**config.mk**
```make
export PLATFORM = sky130hd
export DESIGN_NAME = circle_point_gen
export DESIGN_NICKNAME = d
export VERILOG_FILES = /design/src/rtl/circle_pkg.sv /design/src/rtl/circle_octant_sel.sv /design/src/rtl/circle_point_gen.sv
export SDC_FILE = /design/constraint.sdc
export NUM_CORES = 1
export LEC_CHECK = 0
export BUFFER_PORTS_ARGS = -buffer_cell sky130_fd_sc_hd__buf_2
export CAP_MARGIN = 20
export CORE_AREA = 10 10 99 101
export CTS_BUF_LIST = sky130_fd_sc_hd__clkbuf_4 sky130_fd_sc_hd__clkbuf_8
export DETAILED_ROUTE_END_ITERATION = 8
export DIE_AREA = 0 0 109 111
export PLACE_DENSITY = 0.87
export REMOVE_ABC_BUFFERS = 1
export SLEW_MARGIN = 20
export SYNTH_ARGS = -nofsm -noshare
export SYNTH_HDL_FRONTEND = slang
export SYNTH_SLANG_ARGS = --single-unit
```
**constraint.sdc**
```tcl
create_clock -name clk -period 3.5 [get_ports clk]
set_input_delay 0.175 -clock clk [delete_from_list [all_inputs] [get_ports clk]]
set_output_delay 0.175 -clock clk [all_outputs]
set_load 0.1 [all_outputs]
```
**src/rtl/circle_pkg.sv**
```systemverilog
// Shared constants and state encoding for the midpoint-circle rasteriser.
// Optional clipping build: define CIRCLE_CLIP_EN.
package circle_pkg;

  localparam int CW   = 10;
  localparam int DW   = 12;
  localparam int NOCT = 8;

  typedef enum logic [1:0] {
    IDLE,
    EMIT,
    STEP,
    DONE
  } state_t;

endpackage

```
**src/rtl/circle_octant_sel.sv**
```systemverilog
// Mirrors the current octant-0 offset into one of eight octants.
// With CIRCLE_CLIP_EN, flags candidates outside the visible area.
module circle_octant_sel
  import circle_pkg::*;
#(
  parameter int XC   = 320,
  parameter int YC   = 240,
  parameter int XMAX = 640,
  parameter int YMAX = 480
) (
  input  logic [CW-1:0] ox,
  input  logic [CW-1:0] oy,
  input  logic [2:0]    oct,
  output logic [CW-1:0] cx,
  output logic [CW-1:0] cy,
  output logic          in_range
);

  localparam logic [CW-1:0] XC_W = CW'(XC);
  localparam logic [CW-1:0] YC_W = CW'(YC);

  logic [CW-1:0] a;
  logic [CW-1:0] b;

  // Octants 4..7 swap the roles of ox and oy.
  assign a  = oct[2] ? oy : ox;
  assign b  = oct[2] ? ox : oy;
  assign cx = oct[0] ? XC_W - a : XC_W + a;
  assign cy = oct[1] ? YC_W - b : YC_W + b;

`ifdef CIRCLE_CLIP_EN
  localparam logic signed [CW:0] XMAX_S = (CW+1)'(XMAX);
  localparam logic signed [CW:0] YMAX_S = (CW+1)'(YMAX);

  logic signed [CW:0] sx;
  logic signed [CW:0] sy;

  assign sx = oct[0]
    ? $signed({1'b0, XC_W}) - $signed({1'b0, a})
    : $signed({1'b0, XC_W}) + $signed({1'b0, a});
  assign sy = oct[1]
    ? $signed({1'b0, YC_W}) - $signed({1'b0, b})
    : $signed({1'b0, YC_W}) + $signed({1'b0, b});

  assign in_range = (sx >= 0) && (sx < XMAX_S)
                 && (sy >= 0) && (sy < YMAX_S);
`else
  localparam logic VIS = (XMAX > 0) && (YMAX > 0);

  assign in_range = 1'b1 | VIS;
`endif

endmodule

```
**src/rtl/circle_point_gen.sv**
```systemverilog
// Midpoint-circle outline generator streaming 8-way mirrored points.
// Optional clipping build: define CIRCLE_CLIP_EN.
module circle_point_gen
  import circle_pkg::*;
#(
  parameter int XC   = 320,
  parameter int YC   = 240,
  parameter int R    = 100,
  parameter int XMAX = 640,
  parameter int YMAX = 480
) (
  input  logic          clk,
  input  logic          reset,
  input  logic          start,
  output logic [CW-1:0] x,
  output logic [CW-1:0] y,
  output logic          valid,
  input  logic          ready,
  output logic          busy,
  output logic          done
);

  localparam logic [CW-1:0]        R_W = CW'(R);
  localparam logic signed [DW-1:0] D0  = DW'(1 - R);

  state_t               state, state_n;
  logic [CW-1:0]        ox, ox_n;
  logic [CW-1:0]        oy, oy_n;
  logic signed [DW-1:0] d, d_n;
  logic [2:0]           oct, oct_n;

  logic [CW-1:0]        cx;
  logic [CW-1:0]        cy;
  logic                 in_range;
  logic signed [DW-1:0] oy_e;
  logic signed [DW-1:0] ox_e;
  logic                 go_on;

  circle_octant_sel #(
    .XC   (XC),
    .YC   (YC),
    .XMAX (XMAX),
    .YMAX (YMAX)
  ) u_sel (
    .ox       (ox),
    .oy       (oy),
    .oct      (oct),
    .cx       (cx),
    .cy       (cy),
    .in_range (in_range)
  );

  always_ff @(posedge clk) begin
    if (reset) begin
      state <= IDLE;
      ox    <= '0;
      oy    <= '0;
      d     <= '0;
      oct   <= '0;
    end else begin
      state <= state_n;
      ox    <= ox_n;
      oy    <= oy_n;
      d     <= d_n;
      oct   <= oct_n;
    end
  end

  always_comb begin
    state_n = state;
    ox_n    = ox;
    oy_n    = oy;
    d_n     = d;
    oct_n   = oct;
    valid   = 1'b0;
    done    = 1'b0;
    go_on   = 1'b0;
    busy    = (state != IDLE);
    // Signed views keep ox=0 from wrapping when it steps below zero.
    oy_e    = $signed({2'b00, oy}) + DW'(1);
    ox_e    = $signed({2'b00, ox}) - DW'(1);
    unique case (state)
      IDLE: begin
        if (start) begin
          ox_n    = R_W;
          oy_n    = '0;
          d_n     = D0;
          oct_n   = '0;
          state_n = EMIT;
        end
      end
      EMIT: begin
        valid = in_range;
        if (!in_range || ready) begin
          if (oct == 3'(NOCT - 1)) state_n = STEP;
          else oct_n = oct + 3'd1;
        end
      end
      STEP: begin
        oy_n  = oy + CW'(1);
        oct_n = '0;
        if (d[DW-1]) begin
          d_n   = d + (oy_e <<< 1) + DW'(1);
          go_on = oy_e <= $signed({2'b00, ox});
        end else begin
          ox_n  = ox - CW'(1);
          d_n   = d + ((oy_e - ox_e) <<< 1) + DW'(1);
          go_on = oy_e <= ox_e;
        end
        state_n = go_on ? EMIT : DONE;
      end
      DONE: begin
        done    = 1'b1;
        state_n = IDLE;
      end
      default: state_n = IDLE;
    endcase
  end

  assign x = valid ? cx : '0;
  assign y = valid ? cy : '0;

endmodule

```
==> impl_results.md <==
* Diodes inserted at 0
* Nets at 705
* Mux cell area share after synthesis at 0.0463
* GR peak layer: met2
* R2R Path End: d[11]$_SDFFE_PP0P_
* GRT met1 Usage at 0.234
* IO Count at 27
* DRT Wirelength at 13700 um
* FF+latch count, synth at 37
* Hold path endpoint: state[0]$_SDFFE_PP0P_
* GRT Util Overall at 0.210
* Synth cell types at 59
* DIE AREA at 0.0121 mm^2
* Worst Tran Pin Value at 0.944 ns
* Maximum number of pins on one net before global-route repair at 38
* Routability Congestion at 0.907
* Crit-path max FO at 3
* Xor and xnor area share after synthesis at 0.135
* Final setup viols at 4
* Worst slew margin at 0.370
* Worst R2R Start: ox[1]$_SDFFE_PP0P_
* H-tree levels at 2
* Routed Antenna Nets at 0
* Tmin final at 3.66 ns
* Cells after Synth at approximately 580
* CTS max path bufs at 2
* DR DRC count at 0
* Mapped Area at 0.00441 mm^2
* Antenna violations before repair at 0
* Adder-cell share of the synthesized area at 0.173
* Row cnt at 33
* Register area share after synthesis at 0.168
* Largest family of logic cells by synthesized area: compound AO/OA/AOI/OAI gates
* TritonCTS Buffers at 5
* Post-DP HPWL at between 9000 and 10000 um
* Final Worst Setup Slack at -0.156 ns
* Via count at 4660
* Worst min-delay path category: in -> reg
* Setup Skew at 0.00354 ns
* Wire per inst at approximately 18 um
* Grt ovf at 0
* Top cells by area, synth: dfxtp_1, ha_1, xnor2_1, nor2_1, a21oi_1
* Pwr Density at 270 mW/mm^2
* CTS tree: done
* Worst R2R Path Depth at 19
* First-pass GRT wire length at 21000 um
* Simple-Gate Fraction of Synth Area at 0.203
* R2R Setup Slk at -0.16 ns
* Pre-antenna DRT Iters at 5
* Initial core utilization at 0.553
* Post-Syn Area per Cell at 7.58 um^2
* Die height at 111 um
* Vias in the first global route at 4629
* DRT iter0 DRCs at 304
* CP Class: reg -> reg
* Number of synthesized flops with an enable pin at 0
* Clock latency on the worst-skew pair at ~0.3 ns
* Clk sinks at 37
* Non-filler instance count after layout at 748
* Critical Path End Type: flip-flop
* Yosys warns at 0
* Sequential Area at ~740 um^2
* Final Hold Vio Count at 0
* Layout area overhead at 22.9%
* F_max at 273 MHz
* Root Driver: clkbuf_8
* Filler cells at ~600
* Worst-path clk slew at about 0.080 ns
* Failing checks: negative setup slack
* Maxcap violations at 0
* Crit share post-route at 1.04
* Commonest non-fill, non-tap cells in the layout: nor2_1, buf_4, ha_1
* RSZ-0062 raised after global routing: yes
* Worst Min Path Start: ready
* Status: complete, but fails checks
* Met3 usage at 0.0372
* WP data arrival at 3.88 ns
* Final Max Tran Viols at 0
* Met2 GRT Util at 0.365
* Die X at ~110 um
* Port buffer count at 26
* Worst setup SP type: flip-flop
* Maximum VDD drop at 260 uV
* Multi-input logic area at between 0.003 and 0.004 mm^2
* Hold path depth at 3
* Min Hold Slack at 0.177 ns
* DP Cell Count at 731
* Yosys top cell area share at 0.168
* Main synth FF type: dfxtp_1
* Commonest non-fill, non-tap cell in the layout: nor2_1
* Vias per cell at approximately 6.2
* Share of layout cells above drive strength 1 at 0.230
* Asr flop ratio synth at 0
* Leak at 2.53 nW
* Post-cts hold buffer count at 0
* Yosys top cell by area: dfxtp_1
* Complex-gate fraction of the synthesized area at 0.214
* Req. time, crit path at 3.72 ns
* Area of the core at 0.00797 mm^2
[Yosys cell counts, drive strengths merged, types with 9 or more instances]
| master | n |
|---|---|
| ha | 56 |
| nor2b | 9 |
| a21o | 16 |
| nand3 | 11 |
| o21ai | 38 |
| xnor2 | 41 |
| nor2 | 83 |
| a211oi | 13 |
| a21oi | 43 |
| a22oi | 9 |
| buf | 10 |
| nand2 | 25 |
| inv | 29 |
| dfxtp | 37 |
| nor3 | 23 |
| xor2 | 23 |
| clkbuf | 23 |
| and3 | 10 |
| mux2i | 17 |
| nand2b | 12 |
[routing by layer]
metal | up-vias | wire length [um]
met5 | - | 0
met4 | 0 | 728
met3 | 70 | 1080
met2 | 254 | 6780
met1 | 2174 | 5130
li1 | 2162 | -
[through the flow]
stage / power (mW) / TNS, ns / utilization / worst slack (ns) / instance area [um^2]
detailed placement: 0.934 / -0.824 / 0.624 / -0.379 / 4980
floorplan: 0.806 / -3.55 / - / -1.31 / 4250
CTS: 1.41 / -0.127 / 0.662 / -0.113 / 5270
finish: 1.46 / -0.428 / 0.680 / -0.156 / 5420
global route: 1.51 / -0.962 / 0.680 / -0.305 / 5420
global placement: 0.911 / -0.0561 / 0.624 / -0.0561 / 4980
[cell families after synthesis]
| kind of cell | count (synthesis) |
|---|---|
| adders and majority gates | 59 |
| muxes | 20 |
| AOI/OAI and AO/OA | 148 |
| and+or+nand+nor | 191 |
| buffers and inverters | 62 |
| xor gates and xnor gates | 64 |
| DFF | 37 |
[power by group]
part	leakage [nW]	switching [mW]	total [mW]	internal, mW
Sequential	0.303	0.0285	0.463	0.435
Clock	0.0681	0.182	0.465	0.284
Combinational	2.16	0.326	0.535	0.209
Total	2.53	0.536	1.46	0.927
[critical path, cell delays in order (launching register included)]
cell and delay [ns]:
dfxtp_2 0.35, inv_4 0.08, ha_4 0.13, nor3b_4 0.27, xnor2_2 0.12, ha_1 0.34, a21o_1 0.20, a31oi_4 0.17
nor2b_1 0.07, o21ai_1 0.18, nor2b_2 0.19, xnor2_1 0.09, ha_1 0.31, nand3_1 0.08, nor3_2 0.17, nor2_1 0.08
a211o_1 0.30, xnor2_2 0.15, xnor2_1 0.12, a211oi_1 0.19
[flip-flops by register name, indices dropped and copies added (netlist names)]
register,count
d,12
oct,3
ox,10
oy,10
state,2
[worst max path at each step]
stage	from	endpoint	slack (ns)	cells past startpoint
5_1_grt	ox[1]$_SDFFE_PP0P_	d[11]$_SDFFE_PP0P_	-0.31	19
3_5_place_dp	ox[0]$_SDFFE_PP0P_	d[11]$_SDFFE_PP0P_	-0.38	19
2_1_floorplan	oct[2]$_SDFFE_PP0P_	x[7]	-1.31	7
4_1_cts	ox[1]$_SDFFE_PP0P_	d[11]$_SDFFE_PP0P_	-0.11	19
3_3_place_gp	ox[0]$_SDFFE_PP0P_	d[11]$_SDFFE_PP0P_	-0.06	16
6_report	ox[1]$_SDFFE_PP0P_	d[11]$_SDFFE_PP0P_	-0.16	19
[area by class of cell]
class / count / share of cell area
clock buffers: 5 / 0.0127
clock inverters: 3 / 0.0120
inverters: 29 / 0.0206
multi-input cells: 482 / 0.669
flip-flops and latches: 37 / 0.137
well taps: 105 / 0.0242
repair buffers: 87 / 0.124
[repair_timing]
action                     in CTS  in global routing
buffers inserted                5                  4
hold endpoints to repair        0                  0
gates resized for setup        28                 24
pin swaps                      18                 14
setup endpoints to repair       4                  9
Note: power is estimated with default switching activity, not from simulation.
